`src/rtl/ysyx_24120013_pkg.sv`:
```
// ysyx_24120013_pkg: shared IFU constants and FSM state encoding
package ysyx_24120013_pkg;
  localparam int INST_WIDTH = 32;
  localparam logic [31:0] RESET_PC = 32'h8000_0000;
  typedef enum logic [1:0] {REQ, WAIT, HOLD} state_e;
endpackage

```
`src/rtl/ysyx_24120013_ifu.sv`:
```
// ysyx_24120013_ifu: fetches one word per PC over valid/ready memory, hands inst/pc to IDU, handles redirects
module ysyx_24120013_ifu #(
  parameter int ADDR_WIDTH = 32,
  parameter int DATA_WIDTH = 32,
  parameter logic [ADDR_WIDTH-1:0] RESET_PC = ADDR_WIDTH'(ysyx_24120013_pkg::RESET_PC)
) (
  input  logic                                   clk,
  input  logic                                   rst_n,
  output logic                                   mem_req_valid,
  input  logic                                   mem_req_ready,
  output logic [ADDR_WIDTH-1:0]                  mem_req_addr,
  input  logic                                   mem_rsp_valid,
  output logic                                   mem_rsp_ready,
  input  logic [DATA_WIDTH-1:0]                  mem_rsp_data,
  input  logic                                   mem_rsp_err,
  output logic                                   inst_valid,
  input  logic                                   inst_ready,
  output logic [ysyx_24120013_pkg::INST_WIDTH-1:0] inst,
  output logic [ADDR_WIDTH-1:0]                  inst_pc,
  output logic                                   inst_fault,
  input  logic                                   redirect_valid,
  input  logic [ADDR_WIDTH-1:0]                  redirect_pc
);
  import ysyx_24120013_pkg::*;
  state_e state_q, state_d;
  logic [ADDR_WIDTH-1:0] pc_q, pc_d, inst_pc_q, inst_pc_d, tgt;
  logic [INST_WIDTH-1:0] inst_q, inst_d;
  logic drop_q, drop_d, fault_q, fault_d, req_q, rsp_q, ival_q, req_hs, rsp_hs, kill;
  assign tgt    = redirect_pc & ~ADDR_WIDTH'(3);
  assign req_hs = req_q & mem_req_ready;
  assign rsp_hs = rsp_q & mem_rsp_valid;
  // a response is thrown away if it belongs to a redirected fetch, old or current
  assign kill   = drop_q | redirect_valid;
  always_comb begin
    state_d   = state_q;
    pc_d      = pc_q;
    drop_d    = drop_q;
    inst_d    = inst_q;
    inst_pc_d = inst_pc_q;
    fault_d   = fault_q;
    case (state_q)
      REQ: begin
        state_d = req_hs ? WAIT : REQ;
        drop_d  = req_hs & redirect_valid;
      end
      WAIT: begin
        state_d = rsp_hs ? (kill ? REQ : HOLD) : WAIT;
        drop_d  = ~rsp_hs & kill;
        if (rsp_hs && !kill) begin
          inst_d    = mem_rsp_data[INST_WIDTH-1:0];
          inst_pc_d = pc_q;
          fault_d   = mem_rsp_err;
          pc_d      = pc_q + ADDR_WIDTH'(4);
        end
      end
      HOLD:    state_d = (inst_ready | redirect_valid) ? REQ : HOLD;
      default: state_d = REQ;
    endcase
    if (redirect_valid) pc_d = tgt;
  end
  // handshake flags are registered from the next state so the reset cycle issues nothing
  always_ff @(posedge clk or negedge rst_n) begin
    if (!rst_n) begin
      state_q   <= REQ;
      pc_q      <= RESET_PC;
      drop_q    <= 1'b0;
      inst_q    <= '0;
      inst_pc_q <= '0;
      fault_q   <= 1'b0;
      req_q     <= 1'b0;
      rsp_q     <= 1'b0;
      ival_q    <= 1'b0;
    end else begin
      state_q   <= state_d;
      pc_q      <= pc_d;
      drop_q    <= drop_d;
      inst_q    <= inst_d;
      inst_pc_q <= inst_pc_d;
      fault_q   <= fault_d;
      req_q     <= state_d == REQ;
      rsp_q     <= state_d == WAIT;
      ival_q    <= state_d == HOLD;
    end
  end
  assign mem_req_valid = req_q;
  assign mem_req_addr  = pc_q;
  assign mem_rsp_ready = rsp_q;
  assign inst_valid    = ival_q;
  assign inst          = inst_q;
  assign inst_pc       = inst_pc_q;
  assign inst_fault    = fault_q;
endmodule

```
`config.mk`:
```
export PLATFORM = sky130hd
export DESIGN_NAME = ysyx_24120013_ifu
export DESIGN_NICKNAME = d
export VERILOG_FILES = /design/src/rtl/ysyx_24120013_pkg.sv /design/src/rtl/ysyx_24120013_ifu.sv
export SDC_FILE = /design/constraint.sdc
export NUM_CORES = 1
export LEC_CHECK = 0
export BUFFER_PORTS_ARGS = -buffer_cell sky130_fd_sc_hd__buf_2
export CAP_MARGIN = 25
export CELL_PAD_IN_SITES_DETAIL_PLACEMENT = 1
export CELL_PAD_IN_SITES_GLOBAL_PLACEMENT = 2
export CORE_UTILIZATION = 28
export CTS_BUF_LIST = sky130_fd_sc_hd__clkbuf_4 sky130_fd_sc_hd__clkbuf_8
export CTS_CLUSTER_DIAMETER = 200
export DETAILED_ROUTE_END_ITERATION = 7
export PLACE_DENSITY = 0.9
export SLEW_MARGIN = 40
export SYNTH_ARGS = -nofsm -noshare
export SYNTH_HDL_FRONTEND = slang
export SYNTH_SLANG_ARGS = --single-unit
```
`constraint.sdc`:
```
create_clock -name clk -period 2.4 [get_ports clk]
set_clock_uncertainty 0.2 [all_clocks]
set_input_delay 0 -clock clk [delete_from_list [all_inputs] [get_ports clk]]
set_output_delay 0 -clock clk [all_outputs]
set_load 0.05 [all_outputs]
```
==> impl_metrics.env, run 1 <==
export IMPL_yosysMostFrequentCell="nand2_1"
export IMPL_crit_type="reg -> reg"
export IMPL_r2r_end="mem_req_addr[2]$_DFFE_PN0P_"
export IMPL_pre_cts_slack_ps=174
export IMPL_synth_edff_count=0
export IMPL_ir_worst_vdd_v=0.000788
export IMPL_dp_cells=838
export IMPL_grt_use_met1_pct=22.7
export IMPL_syn2layout_area_growth_pct=56.9
export IMPL_busiest_layer="met2"
export IMPL_fp_dieArea_mm2=0.0161
export IMPL_totalWireLength_mm=16.6
export IMPL_clkTransAtPathRegs_ps=90
export IMPL_yosys_top_cells_area="dfrtp_1 56%, nand2_1 19%, nand3_1 2.6%, o21ai_0 2.4%, o211ai_1 1.7%"
export IMPL_clkLatencyLatePin_ps=390
export IMPL_cap_violations=0
export IMPL_post_synth_cell_area_avg_um2=8.80
export IMPL_switchingPower_uw=3760
export IMPL_crit_start="state_q[1]$_DFF_PN0_"
export IMPL_synthSimpleGateAreaFrac_pct=28.7
export IMPL_cts_root_buf="clkbuf_8"
export IMPL_routedWlPerCell_um=17.0
export IMPL_drive_above_1_share_pct=27.6
export IMPL_synth_area_mm2=0.00437
export IMPL_synthTopCellsByCount="219 x nand2_1, 98 x dfrtp_1, 23 x nand3_1"
export IMPL_fin_ws_ps=54.1
export IMPL_worstPathCellList="nand2b_4, nor4_4, buf_4, buf_6, xnor2_1, o21ai_0, dlygate4sd3_1"
export IMPL_drt_iter0_drc=178
export IMPL_drtPass1Iterations=4
export IMPL_gp_congestion=0.759
export IMPL_ys_flop_type="dfrtp_1"
export IMPL_synthArstFlopShare_pct=100
export IMPL_outcome="finished, final reports clean"
export IMPL_period_share_pct=97.7
export IMPL_grt_pass1_wl_mm=25.8
export IMPL_min_from="inst_ready"
export IMPL_seq_area_mm2=0.00248
export IMPL_clockBufferDepth=2
export IMPL_synth_top_area_cell="dfrtp_1"
export IMPL_synth_top_family_by_area="simple AND/OR/NAND/NOR gates"
export IMPL_endpoint="mem_req_addr[2]$_DFFE_PN0P_"
export IMPL_worst_pin_slew_ps=509
export IMPL_clkPwrFrac_pct=14.3
export IMPL_end_kind="register"
export IMPL_synth_seq_cells=99
export IMPL_hold_viol=0
export IMPL_fin_crit_ps=2350
export IMPL_seq_area_frac_synth_pct=56.7
export IMPL_dieWidth_um=127
export IMPL_nets=853
export IMPL_dpl_hpwl_mm=9.96
export IMPL_intPower_uw=3540
export IMPL_placed_area_mm2=0.00546
export IMPL_synth_cell_types=46
export IMPL_grtUsageTotal_pct=20.6
export IMPL_r2r_worst_path_cells=7
export IMPL_yosysTopAreaCellShare_pct=56.1
export IMPL_core_mm2=0.0152
export IMPL_synth_compound_area_share_pct=10.1
export IMPL_grt_max_degree=56
export IMPL_met3_usage_pct=4.48
export IMPL_crit_path_start_kind="register"
export IMPL_grt_pass1_vias=5233
export IMPL_nFillCells=1814
export IMPL_die_h_um=127
export IMPL_io_pins=171
export IMPL_p_leak_uw=0.00341
export IMPL_io_buffer_count=164
export IMPL_placementRows=45
export IMPL_synthAdderAreaFrac_pct=0.286
export IMPL_synthMuxAreaShare_pct=0
export IMPL_initial_core_util_pct=28.8
export IMPL_fin_util_pct=45.1
export IMPL_timing_slew_headroom_pct=66.0
export IMPL_synth_warnings=0
export IMPL_final_area_mm2=0.00686
export IMPL_netlist_instances=497
export IMPL_met2_usage_pct=38.7
export IMPL_slew_viol_final=0
export IMPL_setup_viol=0
export IMPL_final_cells=975
export IMPL_ant_nets=0
export IMPL_antenna_found_initial=1
export IMPL_path_max_fanout=10
export IMPL_cpMaxStageDelayCell="dlygate4sd3_1"
export IMPL_p_per_area_mw_per_mm2=1060
export IMPL_cts_made_buffers=9
export IMPL_worstPathRequired_ps=2480
export IMPL_r2r_slack_ps=50
export IMPL_cts_sink_count=99
export IMPL_via_per_inst=4.82
export IMPL_cp_arrival_ps=2420
export IMPL_pwr_share_seq_pct=35.8
export IMPL_cts_tree="done"
export IMPL_hold_class="in -> reg"
export IMPL_via_count=4699
export IMPL_r2r_start="state_q[1]$_DFF_PN0_"
export IMPL_synth_xor_area_share_pct=0.400
export IMPL_fmax_mhz=426
export IMPL_route_detailed_drc=0
export IMPL_multi_input_area_mm2=0.00176
export IMPL_cpPeakStageDelay_ps=550
export IMPL_gr_total_overflow=0
export IMPL_combPwrFrac_pct=49.9
export IMPL_switching_share_pct=51.5
export IMPL_htree_levels=3
==> what timing repair did <==
| action | CTS | global route |
|---|---|---|
| hold buffers | 114 | 0 |
| setup endpoints to repair | 0 | 11 |
| resized for setup | 0 | 5 |
| setup buffers | 0 | 4 |
| hold endpoints to repair | 178 | 0 |
==> layer usage <==
| metal | up-vias | wire (µm) |
|---|---|---|
| met3 | 18 | 762 |
| met2 | 130 | 8860 |
| met1 | 2327 | 6710 |
| met4 | 0 | 292 |
| li1 | 2224 | - |
| met5 | - | 0 |
==> worst max-delay path, delay by kind of cell (launching register included) <==
kind / cells / cell delay (ps)
AND/OR/NAND/NOR: 2 / 510
XOR/XNOR: 1 / 120
flip-flops: 1 / 440
buffers and inverters: 3 / 880
AO/OA/AOI/OAI: 1 / 80
==> per-stage QoR <==
| step | power [µW] | TNS, ps | hold slack (ps) |
|---|---|---|---|
| CTS | 7280 | 0 | 145 |
| floorplan | 5100 | 0 | -496 |
| global route | 7700 | -600 | 181 |
| detailed placement | 6050 | 0 | -214 |
| finish | 7310 | 0 | 185 |
| global placement | 5940 | 0 | -216 |
==> worst min-delay path by stage <==
| stage | cells after the start | to | slack (ps) |
|---|---|---|---|
| after floorplan | 0 | drop_q$_DFFE_PN0P_ | -500 |
| after global placement | 1 | inst_fault$_DFFE_PN0P_ | -220 |
| after detailed placement | 1 | inst[31]$_DFFE_PN0P_ | -210 |
| after CTS | 3 | inst_valid$_DFF_PN0_ | 140 |
| after global routing | 3 | mem_req_addr[6]$_DFFE_PN0P_ | 180 |
| final | 3 | inst_valid$_DFF_PN0_ | 180 |
==> cells in the final DEF (no fill, tap or decap), types with 3 or more instances in the layout <==
master	count
nor2_1	14
buf_4	17
clkbuf_8	10
a31oi_1	5
conb_1	4
o211ai_1	10
o21ai_0	21
or3_1	5
a21oi_1	7
a31o_2	3
or4_1	4
nand2_1	219
dfrtp_1	97
clkbuf_4	5
nand3_1	23
dlygate4sd3_1	113
inv_1	8
buf_2	163
nand4_1	9
o311ai_0	7
==> cell type report <==
class	count	share of cell area, %
Antenna cell	1	0.0365
Clock buffer	14	2.44
Clock inverter	2	0.182
Inverter	8	0.438
Multi-Input combinational cell	364	25.7
Sequential cell	99	36.1
Tap cell	188	3.43
Timing Repair Buffer	299	31.6
==> power groups by stage <==
stage	clock network, µW	registers [µW]	logic (µW)
after floorplan	0	4460	636
after global placement	0	2590	3360
after detailed placement	0	2630	3420
after CTS	1090	2600	3590
after global routing	1140	2700	3860
final	1040	2620	3650
==> cells by family (layout without fill, tap and decap cells) <==
logic type | count (synthesis) | after routing
simple gates | 291 | 291
compound gates | 66 | 66
xor+xnor | 2 | 2
other cells | 1 | 5
buf+inv | 37 | 323
fa+ha+maj | 1 | 1
flops | 99 | 99
==> sequential cells by signal, summed over array words and instances (netlist names) <==
signal and flops:
drop_q 1, inst 32, inst_fault 1, inst_pc 30, inst_valid 1, mem_req_addr 30, mem_req_valid 1, mem_rsp_ready 1
state_q 2
(Power assumes the default switching activity.)
==> run 2: changes to the inputs <==
--- a/config.mk
+++ b/config.mk
@@ -14,6 +14,7 @@
 export CTS_CLUSTER_DIAMETER = 200
 export DETAILED_ROUTE_END_ITERATION = 7
 export PLACE_DENSITY = 0.9
+export SETUP_SLACK_MARGIN = 0.4
 export SLEW_MARGIN = 40
 export SYNTH_ARGS = -nofsm -noshare
 export SYNTH_HDL_FRONTEND = slang
==> run 2 against run 1 <==
Effect of this change:
- setup slack improved by 360 ps
- sequential cell count stayed put
- hold slack worse by 180 ps
- first-iteration DRC count fell by 32%
- maximum frequency up 18%
- sequential power about the same
- utilization rose by 0.64 points
- die area stayed put
- sequential share of layout area is essentially flat
- critical path type unchanged
==> impl_metrics.env, run 2 (synthesized netlist as in run 1, its figures left out) <==
export IMPL_io_buffer_count=164
export IMPL_grt_pass1_vias=4915
export IMPL_fp_dieArea_mm2=0.0161
export IMPL_ant_nets=0
export IMPL_slew_viol_final=0
export IMPL_clockBufferDepth=2
export IMPL_p_per_area_mw_per_mm2=1090
export IMPL_tns_ps=0
export IMPL_syn2layout_area_growth_pct=59.1
export IMPL_dpl_hpwl_mm=9.99
export IMPL_clkLatencyLatePin_ps=380
export IMPL_largest_reg_flops=32
export IMPL_drive_above_1_share_pct=36.2
export IMPL_worstPathRequired_ps=2520
export IMPL_nFillCells=1795
export IMPL_htree_levels=3
export IMPL_cts_tree="done"
export IMPL_grtUsageTotal_pct=19.5
export IMPL_period_share_pct=82.7
export IMPL_cts_root_buf="clkbuf_8"
export IMPL_clkTransAtPathRegs_ps=110
export IMPL_crit_type="reg -> reg"
export IMPL_grt_pass1_wl_mm=24.7
export IMPL_outcome="finished, final reports clean"
export IMPL_hold_viol=0
export IMPL_cp_arrival_ps=2110
export IMPL_setup_viol=0
export IMPL_ir_worst_vdd_v=0.000552
export IMPL_diodes=0
export IMPL_fin_crit_ps=1990
export IMPL_crit_path_start_kind="register"
export IMPL_worst_pin_slew_ps=635
export IMPL_timing_slew_headroom_pct=57.7
export IMPL_hold_class="in -> async"
export IMPL_end_kind="register"
export IMPL_route_detailed_drc=0
export IMPL_gp_congestion=0.753
export IMPL_grt_max_degree=61
export IMPL_totalWireLength_mm=16.3
export IMPL_mostFrequentLayoutCell="nand2_1"
export IMPL_cap_violations=0
export IMPL_drt_iter0_drc=121
export IMPL_via_per_inst=4.86
export IMPL_power_total_uw=7610
export IMPL_grt_setup_unrepaired="true"
export IMPL_initial_core_util_pct=28.8
export IMPL_via_count=4710
export IMPL_fmax_mhz=504
export IMPL_drtPass1Iterations=4
export IMPL_p_leak_uw=0.00355
export IMPL_dieWidth_um=127
export IMPL_io_pins=171
export IMPL_antenna_found_initial=0
export IMPL_core_mm2=0.0152
export IMPL_die_h_um=127
export IMPL_path_max_fanout=8
export IMPL_cts_made_buffers=9
export IMPL_layout_common_cells="216 x nand2_1, 163 x buf_2, 76 x dlygate4sd3_1, 71 x dfrtp_1, 43 x buf_4"
export IMPL_gr_total_overflow=0
export IMPL_placementRows=45
export IMPL_cts_sink_count=99
export IMPL_routedWlPerCell_um=16.8
export IMPL_nets=848
[run 2: path summary, 6_finish.rpt]
path | start | depth (start not counted) | to | slack, ps
hold / removal | rst_n | 2 | inst_pc[6]$_DFFE_PN0P_ | 0.09
hold reg to reg | inst[31]$_DFFE_PN0P_ | 2 | inst[31]$_DFFE_PN0P_ | 280
setup reg to reg | mem_req_addr[13]$_DFFE_PN0P_ | 6 | mem_req_addr[22]$_DFFE_PN0P_ | 410
max in group asynchronous | rst_n | 3 | mem_req_addr[12]$_DFFE_PN0P_ | 1220
min in group clk | mem_rsp_data[3] | 4 | inst[3]$_DFFE_PN0P_ | 140
setup / recovery | mem_req_addr[13]$_DFFE_PN0P_ | 6 | mem_req_addr[22]$_DFFE_PN0P_ | 410
[run 2: worst max-delay path, stage by stage, from the launching register on]
cell and delay (ps):
dfrtp_2 460, nand4_1 110, buf_4 180, nor3_4 310
nand3_2 200, or3_1 380, nand3_1 100
[run 2: timing repair]
action / CTS / global route
hold buffers: 76 / 0
endpoints found under the setup margin: 18 / 22
hold endpoints to repair: 168 / 0
buffers inserted: 4 / 35
gates cloned: 0 / 2
pin swaps: 3 / 8
resized for setup: 8 / 16
[run 2: power by group]
group          internal (µW)  switching [µW]
clock                    655             615
combinational            941            2780
sequential              2230             388
total                   3830            3780
[run 2: area by class of cell]
class                   instances  area [µm²]  area share (%)
clock buffers                  12         159            2.28
clock inverters                 4        72.6            1.04
inverters                       8        30.0           0.431
multi-input cells             364        1830            26.3
flip-flops and latches         99        2510            36.1
well taps                     188         235            3.38
repair buffers                294        2120            30.5
[run 2: per-stage QoR]
stage / hold slack [ps] / area, µm² / instances / setup slack, ps / utilization [%]
floorplan: -496 / 4450 / 500 / 374 / -
global placement: -149 / 5520 / 836 / 337 / 36.3
detailed placement: -138 / 5520 / 836 / 289 / 36.3
CTS: 18.9 / 6570 / 932 / 364 / 43.2
global route: 64.2 / 6960 / 969 / 338 / 45.8
finish: 0.0853 / 6960 / 969 / 415 / 45.8
[run 2: per-layer routing]
metal	share of wire (%)	track usage (%)	vias to the layer above
met4	1.3	6.37	0
met2	52	35.0	143
li1	-	-	2213
met1	42	23.3	2337
met5	0	0	-
met3	5.0	3.98	17
==> run 3: changes to the inputs <==
--- a/config.mk
+++ b/config.mk
@@ -5,15 +5,16 @@
 export SDC_FILE = /design/constraint.sdc
 export NUM_CORES = 1
 export LEC_CHECK = 0
+export ABC_AREA = 1
 export BUFFER_PORTS_ARGS = -buffer_cell sky130_fd_sc_hd__buf_2
 export CAP_MARGIN = 25
 export CELL_PAD_IN_SITES_DETAIL_PLACEMENT = 1
 export CELL_PAD_IN_SITES_GLOBAL_PLACEMENT = 2
-export CORE_UTILIZATION = 28
+export CORE_UTILIZATION = 29
 export CTS_BUF_LIST = sky130_fd_sc_hd__clkbuf_4 sky130_fd_sc_hd__clkbuf_8
 export CTS_CLUSTER_DIAMETER = 200
 export DETAILED_ROUTE_END_ITERATION = 7
-export PLACE_DENSITY = 0.9
+export PLACE_DENSITY = 0.92
 export SETUP_SLACK_MARGIN = 0.4
 export SLEW_MARGIN = 40
 export SYNTH_ARGS = -nofsm -noshare
==> constraint.sdc (replaced) <==
create_clock -name clk -period 1.9 [get_ports clk]
set_clock_uncertainty 0.2 [all_clocks]
set_input_delay 0 -clock clk [delete_from_list [all_inputs] [get_ports clk]]
set_output_delay 0 -clock clk [all_outputs]
set_load 0.05 [all_outputs]
==> run 3 against run 2 <==
Effect of this change:
- sequential share of layout area down 6.4 points
- hold slack better by 32 ps
- clock-buffer cell count down 3
- critical path depth up 2
- first-iteration DRC count up 120%
- die area up 9.6%
- combinational power up 91%
- largest cell class is now multi-input combinational cells
==> impl_metrics.env, run 3 <==
export IMPL_cts_made_buffers=9
export IMPL_ant_nets=0
export IMPL_grt_setup_unrepaired="true"
export IMPL_seq_area_frac_synth_pct=49.8
export IMPL_outcome="finished, final reports clean"
export IMPL_dpl_hpwl_mm=11.8
export IMPL_placementRows=47
export IMPL_drt_iter0_drc=266
export IMPL_hold_class="in -> reg"
export IMPL_cts_root_buf="clkbuf_8"
export IMPL_layout_common_cells="179 x nand2_1, 163 x buf_2, 75 x dfrtp_1, 75 x dlygate4sd3_1, 52 x nand2_2"
export IMPL_drive_above_1_share_pct=46.7
export IMPL_ir_worst_vdd_v=0.000864
export IMPL_routedWlPerCell_um=19.2
export IMPL_intPower_uw=5570
export IMPL_switchingPower_uw=6800
export IMPL_synth_top_area_cell="dfrtp_1"
export IMPL_cts_sink_count=99
export IMPL_clkTransAtPathRegs_ps=110
export IMPL_initial_core_util_pct=29.9
export IMPL_totalWireLength_mm=22.2
export IMPL_pwr_share_seq_pct=30.2
export IMPL_p_leak_uw=0.00431
export IMPL_antenna_found_initial=0
export IMPL_r2r_worst_path_cells=8
export IMPL_cp_arrival_ps=1760
export IMPL_synth_area_mm2=0.00497
export IMPL_cap_violations=0
export IMPL_fp_dieArea_mm2=0.0177
export IMPL_path_max_fanout=5
export IMPL_yosysMostFrequentCell="nand2_1"
export IMPL_yosysTopAreaCellShare_pct=49.3
export IMPL_syn2layout_area_growth_pct=69.5
export IMPL_grt_max_degree=49
export IMPL_synth_edff_count=0
export IMPL_final_cells=1154
export IMPL_gp_congestion=0.773
export IMPL_drtPass1Iterations=4
export IMPL_io_buffer_count=164
export IMPL_p_per_area_mw_per_mm2=1470
export IMPL_hold_viol=0
export IMPL_switching_share_pct=55.0
export IMPL_worstPathRequired_ps=1990
export IMPL_period_share_pct=87.8
export IMPL_hold_path_depth=4
export IMPL_clkPwrFrac_pct=12.4
export IMPL_gr_total_overflow=0
export IMPL_clockBufferDepth=2
export IMPL_synthTopCellsByCount="254 x nand2_1, 98 x dfrtp_1, 62 x nor2_1"
export IMPL_ys_flop_type="dfrtp_1"
export IMPL_crit_path_start_kind="register"
export IMPL_crit_type="reg -> reg"
export IMPL_via_per_inst=4.84
export IMPL_grt_pass1_wl_mm=29.1
export IMPL_fin_hold_ws_ps=32.1
export IMPL_power_total_uw=12400
export IMPL_synth_cell_types=30
export IMPL_mostFrequentLayoutCell="nand2_1"
export IMPL_io_pins=171
export IMPL_nets=1001
export IMPL_dp_cells=1009
export IMPL_slew_viol_final=0
export IMPL_synth_warnings=0
export IMPL_setup_viol=0
export IMPL_largest_reg_flops=32
export IMPL_nFillCells=1962
export IMPL_fmax_mhz=599
export IMPL_route_detailed_drc=0
export IMPL_synth_seq_cells=99
export IMPL_core_mm2=0.0166
export IMPL_diodes=0
export IMPL_synthArstFlopShare_pct=100
export IMPL_tns_ps=0
export IMPL_end_kind="register"
export IMPL_r2r_slack_ps=230
export IMPL_dieWidth_um=133
export IMPL_fin_crit_ps=1670
export IMPL_clkLatencyLatePin_ps=400
export IMPL_grtUsageTotal_pct=21.2
export IMPL_die_h_um=133
export IMPL_cts_tree="done"
export IMPL_post_synth_cell_area_avg_um2=7.80
export IMPL_combPwrFrac_pct=57.4
export IMPL_netlist_instances=638
export IMPL_grt_pass1_vias=5521
export IMPL_yosys_top_cells_area="dfrtp_1 49%, nand2_1 19%, nand3_1 5.1%, nor2_1 4.7%, inv_1 3.5%"
export IMPL_via_count=5581
export IMPL_htree_levels=3
run 3: cell count changes after synthesis, sizes merged, moves of 8 or more:
| cell | previous run | this run |
|---|---|---|
| a21boi | 0 | 13 |
| buf | 13 | 24 |
| clkbuf | 16 | 4 |
| inv | 8 | 49 |
| nand2 | 219 | 262 |
| nand3 | 24 | 52 |
| nand4 | 10 | 2 |
| nor2 | 16 | 71 |
| o21ai | 21 | 39 |
| o311ai | 9 | 0 |
run 3: path summary, 6_finish.rpt:
check                                             from                           end
max                        mem_req_addr[9]$_DFFE_PN0P_  mem_req_addr[28]$_DFFE_PN0P_
min                                     redirect_valid  mem_req_addr[13]$_DFFE_PN0P_
max reg2reg                mem_req_addr[9]$_DFFE_PN0P_  mem_req_addr[28]$_DFFE_PN0P_
min reg2reg                    inst_pc[23]$_DFFE_PN0P_       inst_pc[23]$_DFFE_PN0P_
max in group asynchronous                        rst_n  mem_req_addr[31]$_DFFE_PN1P_
min in group asynchronous                        rst_n       inst_pc[21]$_DFFE_PN0P_
run 3: cell type report:
class,instances,area [µm²],share of cell area (%)
Multi-Input combinational cell,465,2760,32.7
Clock inverter,7,85.1,1.01
Clock buffer,9,124,1.47
Sequential cell,99,2510,29.7
Tap cell,220,275,3.26
Timing Repair Buffer,305,2500,29.6
Inverter,49,184,2.18
run 3: critical path, stage by stage (launching register included):
cell     delay [ps]
dfrtp_2         430
nand2_1         150
nor2_2          190
buf_4           140
inv_1            40
nor2_1          190
nand2_1          90
nand2_1          70
nand3_1          60
run 3: cell families after synthesis:
group           synth area share [%]
fa+ha+maj                      0.251
xor+xnor                       0.176
buf+inv                         8.07
other cells                   0.0754
compound gates                  9.21
flops                           49.8
simple gates                    32.4
run 3: power by group through the flow:
stage / sequential (µW) / combinational (µW) / clock [µW]
2_1_floorplan: 6500 / 1440 / 0
3_3_place_gp: 3660 / 5750 / 0
3_5_place_dp: 3680 / 5810 / 0
4_1_cts: 3620 / 6210 / 1550
5_1_grt: 3840 / 7450 / 1650
6_report: 3730 / 7100 / 1530
run 3: metrics by stage:
stage | area [µm²] | utilization, % | setup WS (ps)
finish | 8430 | 50.7 | 231
global route | 8430 | 50.7 | 133
global placement | 6120 | 36.8 | 230
floorplan | 5090 | - | 246
detailed placement | 6120 | 36.8 | 195
CTS | 7350 | 44.2 | 330
run 3: what timing repair did:
action / in CTS / in global routing
setup endpoints to repair: 96 / 119
gates cloned: 2 / 14
endpoints found under the hold margin: 168 / 0
hold buffers: 75 / 0
resized for setup: 30 / 175
pin swaps: 6 / 32
setup buffers: 17 / 21
run 3: routing by layer:
layer	vias up	share of wire [%]	global-route usage, %
li1	2588	-	-
met1	2733	39	26.4
met2	187	51	35.9
met3	73	4.8	3.79
met4	0	4.5	8.81
met5	-	0	0
